`src/rtl/cacheline_adaptor.sv`:
```
// Memory-side line adaptor: splits 256-bit line reads/writes into 64-bit burst
// beats and reassembles read beats into a line, one request at a time.
module cacheline_adaptor #(
  parameter int ADDR_W   = 32,
  parameter int LINE_W   = 256,
  parameter int BEAT_W   = 64,
  parameter int RESP_GAP = 2
) (
  input  logic              clk,
  input  logic              rst_n,
  input  logic [ADDR_W-1:0] pmem_address,
  input  logic              pmem_read,
  input  logic              pmem_write,
  input  logic [LINE_W-1:0] pmem_wdata,
  output logic [LINE_W-1:0] pmem_rdata,
  output logic              pmem_resp,
  output logic [ADDR_W-1:0] burst_address,
  output logic              burst_read,
  output logic              burst_write,
  output logic [BEAT_W-1:0] burst_wdata,
  input  logic [BEAT_W-1:0] burst_rdata,
  input  logic              burst_resp
);

  localparam int BEATS = LINE_W / BEAT_W;
  localparam int CNT_W = (BEATS > 1) ? $clog2(BEATS) : 1;
  localparam int GAP_W = (RESP_GAP > 1) ? $clog2(RESP_GAP) : 1;
  localparam logic [ADDR_W-1:0] ALIGN_MASK = ~ADDR_W'(LINE_W / 8 - 1);

  // state | meaning
  // IDLE  | waiting for a line request
  // RD    | issuing burst read, collecting beats
  // WR    | issuing burst write, presenting beats
  // RESP  | pmem_resp pulse
  // GAP   | requests ignored while requester retires the old request
  typedef enum logic [2:0] {S_IDLE, S_RD, S_WR, S_RESP, S_GAP} state_t;

  state_t            state, state_nxt;
  logic [CNT_W-1:0]  beat, beat_nxt, beat_inc;
  logic [GAP_W-1:0]  gap_cnt, gap_nxt;
  logic [LINE_W-1:0] line_q, line_nxt;
  logic [LINE_W-1:0] rdata_nxt;
  logic [ADDR_W-1:0] addr_nxt;
  logic [BEAT_W-1:0] wdata_nxt;
  logic              rd_nxt, wr_nxt, resp_nxt, last;

  assign beat_inc = beat + 1'b1;
  assign last     = (beat == CNT_W'(BEATS - 1));

  always_comb begin
    state_nxt = state;
    beat_nxt  = beat;
    gap_nxt   = gap_cnt;
    line_nxt  = line_q;
    rdata_nxt = pmem_rdata;
    addr_nxt  = burst_address;
    wdata_nxt = burst_wdata;
    rd_nxt    = burst_read;
    wr_nxt    = burst_write;
    resp_nxt  = 1'b0;
    case (state)
      S_IDLE: begin
        if (pmem_write) begin
          state_nxt = S_WR;
          addr_nxt  = pmem_address & ALIGN_MASK;
          line_nxt  = pmem_wdata;
          wdata_nxt = pmem_wdata[BEAT_W-1:0];
          wr_nxt    = 1'b1;
        end else if (pmem_read) begin
          state_nxt = S_RD;
          addr_nxt  = pmem_address & ALIGN_MASK;
          rd_nxt    = 1'b1;
        end
      end
      S_RD: begin
        if (burst_resp) begin
          rdata_nxt[beat*BEAT_W +: BEAT_W] = burst_rdata;
          beat_nxt = beat_inc;
          if (last) begin
            state_nxt = S_RESP;
            rd_nxt    = 1'b0;
            resp_nxt  = 1'b1;
          end
        end
      end
      S_WR: begin
        if (burst_resp) begin
          beat_nxt = beat_inc;
          if (last) begin
            state_nxt = S_RESP;
            wr_nxt    = 1'b0;
            resp_nxt  = 1'b1;
          end else begin
            wdata_nxt = line_q[beat_inc*BEAT_W +: BEAT_W];
          end
        end
      end
      S_RESP: begin
        if (RESP_GAP > 0) begin
          state_nxt = S_GAP;
          gap_nxt   = GAP_W'(RESP_GAP - 1);
        end else begin
          state_nxt = S_IDLE;
        end
      end
      S_GAP: begin
        if (gap_cnt == '0) state_nxt = S_IDLE;
        else               gap_nxt   = gap_cnt - 1'b1;
      end
      default: state_nxt = S_IDLE;
    endcase
  end

  always_ff @(posedge clk) begin
    if (!rst_n) begin
      state         <= S_IDLE;
      beat          <= '0;
      gap_cnt       <= '0;
      line_q        <= '0;
      pmem_rdata    <= '0;
      pmem_resp     <= 1'b0;
      burst_address <= '0;
      burst_read    <= 1'b0;
      burst_write   <= 1'b0;
      burst_wdata   <= '0;
    end else begin
      state         <= state_nxt;
      beat          <= beat_nxt;
      gap_cnt       <= gap_nxt;
      line_q        <= line_nxt;
      pmem_rdata    <= rdata_nxt;
      pmem_resp     <= resp_nxt;
      burst_address <= addr_nxt;
      burst_read    <= rd_nxt;
      burst_write   <= wr_nxt;
      burst_wdata   <= wdata_nxt;
    end
  end

endmodule
```
`config.mk`:
```
export PLATFORM = sky130hd
export DESIGN_NAME = cacheline_adaptor
export DESIGN_NICKNAME = d
export VERILOG_FILES = /design/src/rtl/cacheline_adaptor.sv
export SDC_FILE = /design/constraint.sdc
export NUM_CORES = 1
export LEC_CHECK = 0
export ABC_AREA = 1
export BUFFER_PORTS_ARGS = -buffer_cell sky130_fd_sc_hd__buf_2
export CORE_AREA = 4 4 273 275
export CTS_CLUSTER_DIAMETER = 40
export DETAILED_ROUTE_END_ITERATION = 7
export DIE_AREA = 0 0 277 279
export GPL_ROUTABILITY_DRIVEN = 0
export PLACE_DENSITY = 0.63
export SYNTH_ARGS = -nofsm -noshare
export SYNTH_HDL_FRONTEND = slang
export SYNTH_SLANG_ARGS = --single-unit
```
`constraint.sdc`:
```
create_clock -name clk -period 2.7 [get_ports clk]
set_clock_uncertainty 0.1 [all_clocks]
set_input_delay 0.135 -clock clk [delete_from_list [all_inputs] [get_ports clk]]
set_output_delay 0.135 -clock clk [all_outputs]
set_load 0.01 [all_outputs]
```
==> run summary <==
The run finished with clean final reports. The placement row count was 99; the final critical-path required period was 2.54 ns. Along the worst path, the maximum fanout reaches 64.

The combined flip-flop and latch cell area was 0.0123 sq mm. The remaining routing DRC violations was 0. Cell at the root of the clock tree: sky130_fd_sc_hd__clkbuf_16. The run gives 30.2% as the sequential cell fraction of total power. For the total die area, the log shows 0.0773 sq mm. The achievable frequency is 0.394 GHz. Leaving out fill and tap cells, the most frequent cells in the layout are sky130_fd_sc_hd__nand2_1 (997), sky130_fd_sc_hd__buf_2 (700), sky130_fd_sc_hd__dfxtp_1 (611).

For the area of combinational cells with multiple inputs, the log shows 0.0115 sq mm. Data on the critical path arrives at its endpoint at 3.05 ns. For the number of routed nets with antenna violations, the log shows 0. The slew at the pin closest to its max-slew limit came out at 0.835 ns.

Clock-pin slew was measured on the worst setup and hold paths at 0.05 ns. For hold timing, the worst endpoint is line_q[114]$_SDFFE_PN0P_. For the highest ir drop seen on vdd, the log shows 835 uV. Walking the worst path, the cells encountered are inv_4 > ha_1 > inv_1 > nor2_4 > buf_4 > o21ai_0 > nor2_1 > dlygate4sd3_1. The final instance count without filler cells is 5,908, and the number of failing hold endpoints at the final stage is 0. Setup repair after global routing left no endpoint under its margin. The count of endpoints failing setup in the final report was 0. Type of the worst setup path: register to register. The critical path contains buffers and inverters numbering 4 combined.

The net switching share of the total power came out at 36.9%. The number of flip-flops and latches in the synthesized netlist came out at 612. The min-delay analysis places its worst path in the category input port to register.

Of the synthesized area, sequential elements account for 46.0%. After detailed routing, the average wire length per cell comes to 18.3 microns. The post-synthesis cell type count came out at 26. The worst setup path is launched from a register.

Final worst-path cycle share: 93.9%. Among cell families on the critical path, the largest total delay comes from buffers and inverters. Entering global routing, the biggest net connects 121 pins. The endpoint type of the worst setup path is a register.

The startpoint identified for the worst hold timing path is pmem_wdata[114]. The via count of the first global-routing pass is 28,400. The worst register-to-register path begins at beat[0]$_SDFFE_PN0P_. The net switching power of the design was 14,100 uW.

The global-route usage over all layers was 26.6%. The detailed-route via count came out at 29,600. The worst hold path cell count works out to 4.

The logs give 37.4% for the part of the power in the clock network and 712 for the top-level port count. The tools report the number of gates resized after CTS as 0. The critical path starts at beat[0]$_SDFFE_PN0P_. On the worst path, the slowest cell contributes a delay of 0.59 ns.

After routing the design area is 0.0383 sq mm. Adding up every negative setup slack in the final design gives 0 ns. The net count of the finished layout is 5,194. Measured along the y axis, the die boundary spans 279 microns.

For this run the aggregate overflow at the end of global routing stands at 0. The width of the die is 277 microns. The pre-antenna-repair detailed-routing pass consisted of 5 iterations. TritonCTS built the clock tree. For the clock insertion delay at the later pin of the skew report, the log shows 0.65 ns. For this design the ratio of total power to cell area is 998 mW/mm^2. The first-iteration detailed-routing DRC count is 2,099.

The analysis attributes to cell leakage a power of 0.0175 uW. The effective utilization at floorplan came out at 36.8%. At the worst endpoint, the required time is 3.21 ns. After synthesis the cells add up to 0.0266 sq mm. In this run the cell area measured after placement is 0.0307 sq mm. The count of mapped cells out of synthesis was 3,900. Headroom to the max-slew limit came out at 44.3%. Max-cap violations in this run came to 0.

After synthesis, the mean cell area works out to 6.83 sq um. The number of antenna violations at the first check in global routing is 24. During placement, the flow inserted port buffers numbering 701.

The clock buffer count from CTS is 108. CTS saw 612 sinks. The area growth from synthesis to layout is 43.9%. The H-tree was split into 3 levels.

In this run, the combinational gates consume 32.4% of the power. Yosys printed 0 warnings. The first global-routing pass estimated 165 mm of wire. The internal power was 24,100 uW. The longest clock path from root to sink contains 3 buffers.

The average via count per standard cell is 5.01, and the share of final-layout standard cells stronger than drive strength 1 is 20.0%. The logs give 363 for the hold-fix buffer count after cts and 0.16 ns for the slack of the worst reg-to-reg path. Fill cells in the final layout number 6,851.

The slowest stage of the critical path is the sky130_fd_sc_hd__buf_4 cell. The worst reg2reg path depth came out at 8. Summed over all nets, the half-perimeter wirelength after detailed placement is 67.9 mm. Leaving out fill and tap cells, the most frequent cell in the layout is sky130_fd_sc_hd__nand2_1.

The logs give 5,317 for the number of placed instances with taps included and 108 mm for the total wire length after detailed routing. For the floorplan core area, the log shows 0.0723 sq mm. The destination of the worst register-to-register timing path is pmem_rdata[191]$_SDFFE_PN0P_. The tools report the post-CTS repair timing setup buffer count as 0.

Count of final max-slew check failures: 0.
## kinds of logic (layout without fill, tap and decap cells)
family | count (synthesis) | count (layout) | synth area share (%)
buf+inv | 684 | 1704 | 11.1
other cells | 1 | 30 | 0.0141
flops | 612 | 612 | 46.0
fa+ha+maj | 6 | 6 | 0.282
simple gates | 1759 | 1759 | 26.8
compound gates | 838 | 838 | 15.8
## power by group through the flow
stage                     Clock [uW]  Sequential, uW  Combinational (uW)
after global placement             0           11600               11700
final                          14300           11500               12400
after detailed placement           0           11700               11800
after global routing           15000           11700               13800
after floorplan                    0           11900                7540
after CTS                      14500           11500               12300
## cell type report
| class | instances | share of cell area, % |
|---|---|---|
| sequential | 612 | 32.0 |
| multi-input combinational | 2608 | 30.0 |
| timing repair buffer | 1132 | 20.9 |
| clock buffer | 137 | 7.78 |
| inverter | 369 | 3.68 |
| tap | 959 | 3.13 |
| clock inverter | 66 | 2.36 |
| antenna | 25 | 0.163 |
## per-layer routing
layer  part of all wire [%]  global-route usage, %  routed length (microns)  up-vias
met5                  0.025                      0                       27        -
met4                    6.7                   17.0                     7270        4
met3                    8.4                   6.49                     9120      380
met2                     45                   42.5                    48900     1385
met1                     40                   32.2                    42700    13500
li1                       -                      -                        -    14300
## how the worst max path moves through the flow
stage	to	slack [ns]	depth (start not counted)
final	pmem_rdata[191]$_SDFFE_PN0P_	0.16	8
after global routing	pmem_rdata[191]$_SDFFE_PN0P_	0.02	8
after CTS	pmem_rdata[191]$_SDFFE_PN0P_	0.17	8
after detailed placement	pmem_rdata[187]$_SDFFE_PN0P_	0.47	9
after global placement	pmem_rdata[178]$_SDFFE_PN0P_	0.47	9
after floorplan	burst_wdata[54]$_SDFFE_PN0P_	0.46	14
## cell usage after synthesis
| cell | n | share of area, % |
|---|---|---|
| sky130_fd_sc_hd__a21oi_1 | 500 | 9.4 |
| sky130_fd_sc_hd__buf_1 | 3 | 0.042 |
| sky130_fd_sc_hd__buf_2 | 152 | 2.9 |
| sky130_fd_sc_hd__buf_4 | 10 | 0.28 |
| sky130_fd_sc_hd__buf_6 | 22 | 0.93 |
| sky130_fd_sc_hd__clkbuf_1 | 126 | 1.8 |
| sky130_fd_sc_hd__clkbuf_2 | 2 | 0.038 |
| sky130_fd_sc_hd__conb_1 | 1 | 0.014 |
| sky130_fd_sc_hd__dfxtp_1 | 612 | 46 |
| sky130_fd_sc_hd__ha_1 | 6 | 0.28 |
| sky130_fd_sc_hd__inv_1 | 361 | 5.1 |
| sky130_fd_sc_hd__inv_2 | 7 | 0.099 |
| sky130_fd_sc_hd__inv_4 | 1 | 0.024 |
| sky130_fd_sc_hd__nand2_1 | 1000 | 14 |
| sky130_fd_sc_hd__nand2_2 | 2 | 0.047 |
| sky130_fd_sc_hd__nand3_1 | 265 | 5.0 |
| sky130_fd_sc_hd__nand4_1 | 64 | 1.5 |
| sky130_fd_sc_hd__nand4_2 | 1 | 0.047 |
| sky130_fd_sc_hd__nor2_1 | 419 | 5.9 |
| sky130_fd_sc_hd__nor2_2 | 4 | 0.094 |
| sky130_fd_sc_hd__nor2_4 | 1 | 0.042 |
| sky130_fd_sc_hd__nor3_1 | 1 | 0.019 |
| sky130_fd_sc_hd__nor3b_1 | 1 | 0.028 |
| sky130_fd_sc_hd__o21ai_0 | 328 | 6.2 |
| sky130_fd_sc_hd__o21ai_1 | 10 | 0.19 |
| sky130_fd_sc_hd__or2_1 | 1 | 0.024 |
## through the flow
stage / total power, uW / utilization [%] / hold slack [ns] / setup slack [ns]
after floorplan: 19400 / - / 0.180 / 0.458
after global placement: 23400 / 42.5 / 0.298 / 0.466
after detailed placement: 23500 / 42.5 / 0.307 / 0.467
after CTS: 38400 / 52.9 / 0.129 / 0.174
after global routing: 40500 / 52.9 / 0.202 / 0.0236
final: 38200 / 52.9 / 0.186 / 0.163
## registers in the layout, indices dropped and copies added, names as in the netlist
| signal | flops |
|---|---|
| beat | 2 |
| line_q | 256 |
| burst_address | 27 |
| pmem_resp | 1 |
| burst_write | 1 |
| pmem_rdata | 256 |
| gap_cnt | 1 |
| state | 3 |
| burst_read | 1 |
| burst_wdata | 64 |
## worst register-to-register path, stage by stage, from the launching register on
cell and delay, ns:
sky130_fd_sc_hd__dfxtp_4 0.38, sky130_fd_sc_hd__inv_4 0.21, sky130_fd_sc_hd__ha_1 0.19, sky130_fd_sc_hd__inv_1 0.06, sky130_fd_sc_hd__nor2_4 0.11, sky130_fd_sc_hd__buf_4 0.59
sky130_fd_sc_hd__o21ai_0 0.20, sky130_fd_sc_hd__nor2_1 0.13, sky130_fd_sc_hd__dlygate4sd3_1 0.55
No activity file was read; power rests on OpenSTA's default activity.
